## src/rtl/mux_pkg.sv

```systemverilog
// Shared definitions for the N:1 scanning multiplexer.
//   mux_state_e : controller state (IDLE / MAN / SCN)
//   MODE_*      : encodings of the mode input
package mux_pkg;

    typedef enum logic [1:0] {IDLE, MAN, SCN} mux_state_e;

    localparam logic MODE_MANUAL = 1'b0;
    localparam logic MODE_SCAN   = 1'b1;

endpackage

```

## src/rtl/mux_scan_ctr.sv

```systemverilog
// Channel / dwell counter for the auto-scan mode.
//   clk, rst : clock, asynchronous active-high reset
//   inc      : advance one scan step this cycle
//   restart  : treat the counters as zero for this step (scan restarts at channel 0)
//   ch       : channel to sample this cycle
//   last     : this step is the final dwell cycle of channel N-1
module mux_scan_ctr
    import mux_pkg::*;
#(
    parameter int N     = 8,
    parameter int DWELL = 1,
    parameter int SW    = $clog2(N)
) (
    input  logic          clk,
    input  logic          rst,
    input  logic          inc,
    input  logic          restart,
    output logic [SW-1:0] ch,
    output logic          last
);

    localparam int DW = (DWELL > 1) ? $clog2(DWELL) : 1;

    logic [SW-1:0] ch_cnt;
    logic [DW-1:0] dwell_cnt;
    logic [SW-1:0] cur_ch;
    logic [DW-1:0] cur_dw;
    logic          last_dw;

    // restart acts on the same edge as the first sample, so the sampled
    // channel is forced to 0 combinationally rather than a cycle later.
    always_comb begin
        cur_ch  = restart ? '0 : ch_cnt;
        cur_dw  = restart ? '0 : dwell_cnt;
        last_dw = (cur_dw == DW'(DWELL - 1));
        ch      = cur_ch;
        last    = last_dw && (cur_ch == SW'(N - 1));
    end

    always_ff @(posedge clk or posedge rst) begin
        if (rst) begin
            ch_cnt    <= '0;
            dwell_cnt <= '0;
        end else if (inc) begin
            if (last_dw) begin
                dwell_cnt <= '0;
                ch_cnt    <= (cur_ch == SW'(N - 1)) ? '0 : cur_ch + SW'(1);
            end else begin
                dwell_cnt <= cur_dw + DW'(1);
                ch_cnt    <= cur_ch;
            end
        end else if (restart) begin
            ch_cnt    <= '0;
            dwell_cnt <= '0;
        end
    end

endmodule

```

## src/rtl/mux_scan_n.sv

```systemverilog
// Registered N:1 multiplexer with manual select and round-robin auto-scan.
//   clk, rst : clock, asynchronous active-high reset
//   en       : sample enable (0 -> IDLE, outputs hold, counters frozen)
//   mode     : 0 manual (sel chooses channel), 1 auto-scan
//   sel      : manual channel select
//   d        : packed channel data, channel k = d[k*W +: W]
//   y, y_ch  : registered sample and the channel it came from
//   y_vld    : y/y_ch carry a fresh valid sample
//   wrap     : pulse with the last dwell sample of channel N-1 in scan mode
module mux_scan_n
    import mux_pkg::*;
#(
    parameter int N     = 8,
    parameter int W     = 1,
    parameter int DWELL = 1,
    parameter int SW    = $clog2(N)
) (
    input  logic           clk,
    input  logic           rst,
    input  logic           en,
    input  logic           mode,
    input  logic [SW-1:0]  sel,
    input  logic [N*W-1:0] d,
    output logic [W-1:0]   y,
    output logic [SW-1:0]  y_ch,
    output logic           y_vld,
    output logic           wrap
);

    localparam logic [SW:0] N_LIM = (SW + 1)'(N);

    mux_state_e    state;
    mux_state_e    nxt_state;
    logic          was_scn;
    logic          scan_go;
    logic          restart;
    logic          man_ok;
    logic [SW-1:0] scan_ch;
    logic          scan_last;
    logic [W-1:0]  man_data;
    logic [W-1:0]  scan_data;

    // Loop-based selection keeps out-of-range indices (non-power-of-2 N)
    // from ever addressing past the packed input vector.
    function automatic logic [W-1:0] pick(input logic [N*W-1:0] din,
                                          input logic [SW-1:0]  idx);
        logic [W-1:0] r;
        r = '0;
        for (int k = 0; k < N; k++) begin
            if (idx == SW'(k)) r = din[k*W +: W];
        end
        return r;
    endfunction

    always_comb begin
        nxt_state = IDLE;
        if (en) nxt_state = (mode == MODE_SCAN) ? SCN : MAN;
        scan_go   = (nxt_state == SCN);
        // Resume only when the last active state was SCN (directly or via IDLE).
        restart   = scan_go && !((state == SCN) || ((state == IDLE) && was_scn));
        man_ok    = ({1'b0, sel} < N_LIM);
        man_data  = pick(d, sel);
        scan_data = pick(d, scan_ch);
    end

    mux_scan_ctr #(
        .N     (N),
        .DWELL (DWELL),
        .SW    (SW)
    ) u_ctr (
        .clk     (clk),
        .rst     (rst),
        .inc     (scan_go),
        .restart (restart),
        .ch      (scan_ch),
        .last    (scan_last)
    );

    always_ff @(posedge clk or posedge rst) begin
        if (rst) begin
            state   <= IDLE;
            was_scn <= 1'b0;
            y       <= '0;
            y_ch    <= '0;
            y_vld   <= 1'b0;
            wrap    <= 1'b0;
        end else begin
            state <= nxt_state;
            case (nxt_state)
                MAN: begin
                    y       <= man_ok ? man_data : '0;
                    y_ch    <= sel;
                    y_vld   <= man_ok;
                    wrap    <= 1'b0;
                    was_scn <= 1'b0;
                end
                SCN: begin
                    y       <= scan_data;
                    y_ch    <= scan_ch;
                    y_vld   <= 1'b1;
                    wrap    <= scan_last;
                    was_scn <= 1'b1;
                end
                default: begin
                    y_vld <= 1'b0;
                    wrap  <= 1'b0;
                end
            endcase
        end
    end

endmodule

```

## config.mk

```make
export PLATFORM = sky130hd
export DESIGN_NAME = mux_scan_n
export DESIGN_NICKNAME = d
export VERILOG_FILES = /design/src/rtl/mux_pkg.sv /design/src/rtl/mux_scan_ctr.sv /design/src/rtl/mux_scan_n.sv
export SDC_FILE = /design/constraint.sdc
export NUM_CORES = 1
export LEC_CHECK = 0
export ABC_CLOCK_PERIOD_IN_PS = 2600
export BUFFER_PORTS_ARGS = -buffer_cell sky130_fd_sc_hd__buf_4
export CORE_MARGIN = 8
export CORE_UTILIZATION = 45
export DETAILED_ROUTE_END_ITERATION = 7
export PLACE_DENSITY = 0.81
export SLEW_MARGIN = 10
export SYNTH_ARGS = -nofsm -noshare
export SYNTH_HDL_FRONTEND = slang
export SYNTH_SLANG_ARGS = --single-unit
```

## constraint.sdc

```tcl
create_clock -name clk -period 2.6 [get_ports clk]
set_input_delay 0.13 -clock clk [delete_from_list [all_inputs] [get_ports clk]]
set_output_delay 0.13 -clock clk [all_outputs]
set_load 0.03 [all_outputs]
```

# [Word-level counts from Yosys, hierarchy flattened]
# Index checks and enable logic that the tools add are counted.
[totals] reg_bits=13 inputBits=15 out_inout_bits=6 word_cells=68 latch_bits=0 memories=0 romBits=0 mem_bits_rw=0
[classes] mux=30 shift=0 n_reduce_logical=10 bitwise=1 n_eq_ne=17 mul=0 add_sub_neg=2 div_mod_pow=0 n_lt_le_gt_ge=0
[ops] operator="$eq 3x3->1 const B" count=8
[ops] operator="$mux 1" count=21
[ops] operator="$eq 3x2->1 const B" count=4
[ops] operator="$mux 3" count=4
[ops] operator="$eq 3x1->1 const B" count=2
[ops] operator="$logic_not 3->1" count=2
[ops] operator="$pmux 3 s2" count=1
[ops] operator="$eq 2x2->1 const B" count=2
[ops] operator="$mux 2" count=2
[ops] operator="$pmux 1 s2" count=2
[ops] operator="$add 3x1->3 const B" count=1
[ops] operator="$logic_and 1x1->1" count=3
[ops] operator="$eq 2x1->1 const B" count=1
[ops] operator="$logic_not 2->1" count=1
[ops] operator="$reduce_bool 2->1" count=1
[ops] operator="$reduce_or 2->1" count=1
[ops] operator="$add 1x1->1 const B" count=1
[ops] operator="$logic_not 1->1" count=1
[ops] operator="$logic_or 1x1->1" count=1
[ops] operator="$not 1->1" count=1

# [Longest topological paths before layout]
# Gate-level depths: netlist (run 1).
[depth] ltp_word=16 depth_mapped=12 ltp_nobuf=11

# [Modules after synthesis]
# A second synthesis (run 1) with hierarchy kept.
[hier_totals] cells_unflattened=59 hier_area_um2=718.2
[modules_own_cells] module="mux_scan_n" n_inst=1 area_each_um2=489.2 cells_per_inst=40 seq_area_each_um2=225.2
[modules_own_cells] module="mux_scan_ctr" n_inst=1 area_each_um2=229.0 cells_per_inst=19 seq_area_each_um2=100.1

# [Worst setup path after synthesis (run 1)]
# Ideal clock, no wire load.
[synth_path] path_kind="flip-flop to flip-flop" start="register was_scn" end="register y" path_buffers=0 t_arrival_ns=1.844 path_slack_ns=0.646 t_required_ns=2.490 setup_time_ns=0.110 stages_incl_launch_ff=10 period_less_slack_ns=1.954 cell_sequence="dfrtp_1 > o21bai_1 > nand2_1 > nand2_1 > inv_1 > ha_1 > ha_1 > a221oi_1 > a2111oi_2 > o41ai_1"
[synth_via] elab_chain_len=15 word_cells_on_any_way=22 cone_classes="7 x eq/ne; 10 x mux; 5 x reduce/logical"
[synth_lines] item="start: declaration" line="mux_scan_n.sv:34" text="logic was_scn;"
[synth_lines] item="start signal: assignment" line="mux_scan_n.sv:82" text="was_scn <= 1'b0;"
[synth_lines] item="start signal: assignment" line="mux_scan_n.sv:95" text="was_scn <= 1'b0;"
[synth_lines] item="start signal: assignment" line="mux_scan_n.sv:102" text="was_scn <= 1'b1;"
[synth_lines] item="$logic_and 1x1->1 (*)" line="mux_scan_n.sv:60" text="restart = scan_go && !((state == SCN) || ((state == IDLE) && was_scn));"
[synth_lines] item="$logic_or 1x1->1 (*)" line="mux_scan_n.sv:60"
[synth_lines] item="$logic_not 1->1 (*)" line="mux_scan_n.sv:60"
[synth_lines] item="$logic_and 1x1->1 (*)" line="mux_scan_n.sv:60"
[synth_lines] item="$mux 3 (*)"
[synth_lines] item="$logic_not 3->1" line="mux_scan_n.sv:50" text="if (idx == SW'(k)) r = din[k*W +: W];"
[synth_lines] item="$mux 1 (7 in a row)" line="mux_scan_n.sv:50"
[synth_lines] item="$mux 1 (*)" line="mux_scan_n.sv:50"
[synth_lines] item="$pmux 1 s2 (*)" line="mux_scan_n.sv:89" text="case (nxt_state)"
[synth_lines] item="end signal: assignment" line="mux_scan_n.sv:91" text="y <= man_ok ? man_data : '0;"
[synth_lines] item="end signal: assignment" line="mux_scan_n.sv:98" text="y <= scan_data;"
[synth_lines] item="end: declaration" line="mux_scan_n.sv:24" text="output logic [W-1:0] y,"
# Mark *: on every way between the ends. The rest lies on a longest branch, timed or not.
# A chain may end at the register's enable or synchronous reset.

# [Final worst setup path (run 1)]
# Ends and elaborated chain as after synthesis.

==> results of run 1 <==
cell usage in the layout (no fill, tap or decap), types with 3 or more instances in the layout:
cell type / synthesis / routed
a21oi_1: 6 / 6
mux2i_1: 4 / 4
buf_4: 0 / 20
ha_1: 6 / 6
dfrtp_1: 13 / 13
nor2_1: 5 / 5
inv_1: 8 / 8
clkbuf_4: 0 / 3
nand2_1: 3 / 3
logic make-up (layout without fill, tap and decap cells):
family | Yosys count | after routing | share of synthesized area (%)
compound gates | 20 | 20 | 20.55
simple gates | 18 | 18 | 13.16
flops | 13 | 13 | 41.73
buf+inv | 11 | 34 | 5.456
fa+ha+maj | 6 | 6 | 9.631
mux | 6 | 6 | 9.470
worst reg2reg max path: cells and delay by family, from the launching register on:
family                   cells  cell delay, ps
AO/OA/AOI/OAI                4             830
adder cells (fa/ha/maj)      2             440
buffers and inverters        1              90
flip-flops                   1             400
AND/OR/NAND/NOR              3             370
sequential cells by signal (all words and copies together), names as in the netlist:
| register | count |
|---|---|
| state | 2 |
| u_ctr.ch_cnt | 3 |
| u_ctr.dwell_cnt | 1 |
| was_scn | 1 |
| wrap | 1 |
| y | 1 |
| y_ch | 3 |
| y_vld | 1 |
area by class of cell:
type                            count  area, sq um  area share, %
Clock buffer                        4        26.28          2.685
Inverter                            9        33.78          3.453
Multi-Input combinational cell     50        411.6          42.07
Sequential cell                    13        325.3          33.25
Tap cell                           17        21.27          2.174
Timing Repair Buffer               21        160.2          16.37
path summary, 6_finish.rpt:
path                            startpoint              end  slack (ps)  cells after the start
worst max-delay path               was_scn                y         350                     10
max in group asynchronous              rst  u_ctr.ch_cnt[0]        1840                      3
worst min register to register           y                y         500                      2
worst max register to register     was_scn                y         350                     10
worst min-delay path                    en            y_vld          40                      1
min in group asynchronous              rst            y_vld         430                      3
per-layer routing:
metal / global-route usage (%) / wire, microns / vias to the layer above
met5: 0 / 0 / -
met2: 22.03 / 990 / 23
met4: 2.857 / 0 / 0
met3: 5.519 / 127 / 0
met1: 12.82 / 733 / 328
li1: - / - / 309
through the flow:
stage	hold WS, ps	cells	setup WS (ps)	area, sq um
floorplan	6.959	74	645.5	779.5
global placement	177.5	109	554.5	942.2
detailed placement	192.3	109	410.6	942.2
CTS	30.24	114	385.7	978.4
global route	32.65	114	120.3	978.4
finish	35.91	114	349.2	978.4
where the power goes:
| group | switching, uW | total [uW] | internal (uW) | leakage (uW) |
|---|---|---|---|---|
| logic | 173 | 310 | 137 | 0.000324 |
| registers | 27.4 | 268 | 241 | 0.000158 |
| clock network | 67.1 | 127 | 59.6 | 0.0000150 |
==> results.cfg, run 1 <==
[timing]
hold_viol_final = 0
clock-skew-final_ps = 4.350
slew_headroom_pct = 66.58
setup_viol = 0
final_max_slew_viol_count = 0
fmax_mhz = 444.3
setup_tns_ps = 0
post-route-period-util_pct = 86.57
period_needed_ps = 2251
worst_pin_slew_ps = 488.7
grt_setup_unrepaired = no

[final_layout]
diodes = 0
n_fill_cell = 145
post-route-util_pct = 58.58
drive_above_1_share_pct = 30.93
fin_nets = 119
syn_to_final_growth_pct = 25.52

[detailed_routing]
ant_nets = 0
first_iter_violations = 14
vias = 660
wl_per_cell_microns = 16.25
vias_per_cell = 5.789
drtPass1Iterations = 4
drc_errors = 0
wirelength_microns = 1852

[yosys]
synth_top_cell_by_area = dfrtp_1
syn_nets = 95
ys_warn_count = 0
synthFlopType = dfrtp_1
synthDistinctLibCells = 30
avgSynthCellArea_sq_um = 10.53
syn-cell-area_sq_um = 779.5
synth_edf_count = 0
synth_top_cell_area_share_pct = 41.73
synth_most_common_cell = dfrtp_1
synth-seq-cells = 13
yosysSeqAreaShare_pct = 41.73
synth-async-reset-ratio_pct = 100.0
synthCells = 74
synth_area_leaders = dfrtp_1 42%, ha_1 9.6%, mux2i_1 5.1%
synth_common_cells = 13 x dfrtp_1, 8 x inv_1, 6 x a21oi_1, 6 x ha_1, 5 x nor2_1

[power_and_ir_drop]
p_leak_uw = 0.0004972
ir_drop_v = 0.0004185
power_uw = 704.8
power.density_nw_per_um2 = 720.3

[place]
io_buffers = 20
gp_congestion = 0.8254
post-dp-hpwl_microns = 1494

[critical_path]
crit_chain = o21bai_1, nand2_1, nand2_1, inv_1, ha_1, ha_1, nand3b_1, a221oi_1, a2111oi_0, o41ai_1
worst_setup_path_end_kind = flip-flop
critPathKind = flip-flop to flip-flop
crit_slowest_cell = a2111oi_0
critPathMaxStageDelay_ps = 470
critPathMaxFanout = 4
crit_family = compound AO/OA/AOI/OAI gates
worst-endpoint-required_ps = 2760
startpoint_type = flip-flop
crit_arrival_ps = 2410
crit_buf_inv = 1

[clock_tree]
cts_max_level = 1
numCtsBuffers = 3
cts_resized = 0
cts-root-buf = clkbuf_4
clk_pin_slew_worst_paths_ps = 80
cts_hold_buf = 1
cts_tree = built
cts_sinks = 13
ctsLongestPathBuffers = 2
cts_setup_buffers = 0
clk_latency_ps = 280

[run]
cap_violations = 0

[floorplan]
rows = 15
ioPinCount = 21
core_sq_um = 1670
die-area_sq_um = 3320
die_h_microns = 57.62
start_util_pct = 46.67
die_x_microns = 57.62

[global_routing]
grt-ovfl-total = 0
grtUsageTotal_pct = 12.32
grt_pass1_wl_microns = 3243
grt_pass1_vias = 714
grt_max_degree = 14
antenna_found_initial = 0

[worst_hold_path]
min_path_type = input pin to flip-flop

[outcome]
status = complete, no violations
Note: power is estimated with default switching activity, not from simulation.
==> inputs of run 2 (changes only) <==
--- a/config.mk
+++ b/config.mk
@@ -6,11 +6,11 @@
 export NUM_CORES = 1
 export LEC_CHECK = 0
 export ABC_CLOCK_PERIOD_IN_PS = 2600
-export BUFFER_PORTS_ARGS = -buffer_cell sky130_fd_sc_hd__buf_4
+export BUFFER_PORTS_ARGS = -buffer_cell sky130_fd_sc_hd__buf_2
 export CORE_MARGIN = 8
 export CORE_UTILIZATION = 45
 export DETAILED_ROUTE_END_ITERATION = 7
-export PLACE_DENSITY = 0.81
+export PLACE_DENSITY = 0.72
 export SLEW_MARGIN = 10
 export SYNTH_ARGS = -nofsm -noshare
 export SYNTH_HDL_FRONTEND = slang
==> run 2 against run 1 <==
Core utilization is 3.0 points lower. Critical path depth down 1. Cell count did not move. Global-route usage fell by 0.88 points. Clock skew hardly changed. Die area is the same. Combinational power decreased by 8.1%. Worst setup slack better by 11 ps. Power down 3.2%. Clock power about the same. Largest power group unchanged.
==> results.cfg, run 2 (synthesis gave the netlist of run 1 again) <==
[final_layout]
layout_common_cells = 20 x buf_2, 13 x dfrtp_1, 8 x inv_1, 6 x a21oi_1, 6 x ha_1
fin_nets = 119
multi_input_area_sq_um = 411.6
diodes = 0
register_area_sq_um = 325.3
layout_top_registers = u_ctr.ch_cnt (3), y_ch (3), state (2)
syn_to_final_growth_pct = 19.10
drive_above_1_share_pct = 30.93
final_common_cell = buf_2
n_fill_cell = 148
post-route-util_pct = 55.58
stdcell_area_sq_um = 928.4

[critical_path]
critPathMaxStageDelay_ps = 400
worst-endpoint-required_ps = 2770
crit_arrival_ps = 2410
startpoint_type = flip-flop
crit_chain = o21bai_1, nand2_1, nand2_1, inv_1, ha_1, ha_1, a221oi_1, a2111oi_2, o41ai_1
critPathKind = flip-flop to flip-flop
worst_setup_path_end_kind = flip-flop
critPathMaxFanout = 4
crit_family = compound AO/OA/AOI/OAI gates
reg2reg_slack_ps = 360
crit_slowest_cell = dfrtp_1
crit_buf_inv = 1

[detailed_routing]
wirelength_microns = 1775
vias = 648
ant_nets = 0
drtPass1Iterations = 4
first_iter_violations = 9
drc_errors = 0
vias_per_cell = 5.684
wl_per_cell_microns = 15.57

[floorplan]
start_util_pct = 46.67
die_h_microns = 57.62
die_x_microns = 57.62
ioPinCount = 21
die-area_sq_um = 3320
core_sq_um = 1670
rows = 15

[timing]
worst_pin_slew_ps = 507.3
clock-skew-final_ps = 4.552
setup_viol = 0
period_needed_ps = 2240
fmax_mhz = 446.5
grt_setup_unrepaired = no
final_max_slew_viol_count = 0
setup_tns_ps = 0
post-route-period-util_pct = 86.14
slew_headroom_pct = 66.14
fin_ws_ps = 360.3
hold_viol_final = 0

[clock_tree]
cts_setup_buffers = 0
cts_sinks = 13
numCtsBuffers = 3
clk_pin_slew_worst_paths_ps = 80
cts-root-buf = clkbuf_4
cts_max_level = 1
cts_tree = built
ctsLongestPathBuffers = 2
clk_latency_ps = 280

[run]
cap_violations = 0

[power_and_ir_drop]
power.density_nw_per_um2 = 734.9
ir_drop_v = 0.0004170
p_leak_uw = 0.0004806

[global_routing]
grt_max_degree = 14
grt_pass1_wl_microns = 2953
grtUsageTotal_pct = 11.43
antenna_found_initial = 0
grt-ovfl-total = 0
grt_pass1_vias = 683

[place]
gp_congestion = 0.8135
placed_area_sq_um = 892.1
place_ws_ps = 348.4
io_buffers = 20
post-dp-hpwl_microns = 1430

[outcome]
status = complete, no violations

[worst_hold_path]
min_path_type = input pin to flip-flop
## run 2: final timing paths
kind / depth (start not counted) / end / from
setup / recovery: 9 / y / was_scn
hold reg to reg: 1 / u_ctr.dwell_cnt / u_ctr.dwell_cnt
min in group asynchronous: 3 / y_ch[0] / rst
hold / removal: 1 / y_vld / en
max in group asynchronous: 3 / u_ctr.ch_cnt[1] / rst
setup reg to reg: 9 / y / was_scn
## run 2: what timing repair did
action	4_1_cts	5_1_grt
hold buffers	1	0
gates resized for setup	0	0
endpoints found under the hold margin	13	0
## run 2: layer usage
layer / track usage (%) / vias to the layer above / routed length, microns
li1: - / 312 / -
met1: 10.97 / 311 / 699
met3: 4.857 / 5 / 131
met5: 0 / - / 0
met4: 4.643 / 0 / 40
met2: 20.90 / 20 / 903
## run 2: layout make-up
class | instances | share of cell area, %
Inverter | 9 | 3.639
Tap cell | 17 | 2.291
Multi-Input combinational cell | 50 | 44.34
Sequential cell | 13 | 35.04
Clock buffer | 4 | 2.830
Timing Repair Buffer | 21 | 11.86
## run 2: where the power goes
group | leakage (uW) | switching (uW) | internal [uW]
Clock | 0.0000150 | 66.4 | 59.6
Combinational | 0.000308 | 163 | 121
Sequential | 0.000158 | 31.2 | 240
Total | 0.000481 | 261 | 421
## run 2: per-stage QoR
stage	power [uW]	std cells	hold slack, ps
2_1_floorplan	479.6	74	6.959
3_3_place_gp	546.7	109	168.1
3_5_place_dp	561.7	109	179.8
4_1_cts	693.7	114	59.39
5_1_grt	732.8	114	57.99
6_report	682.3	114	63.45
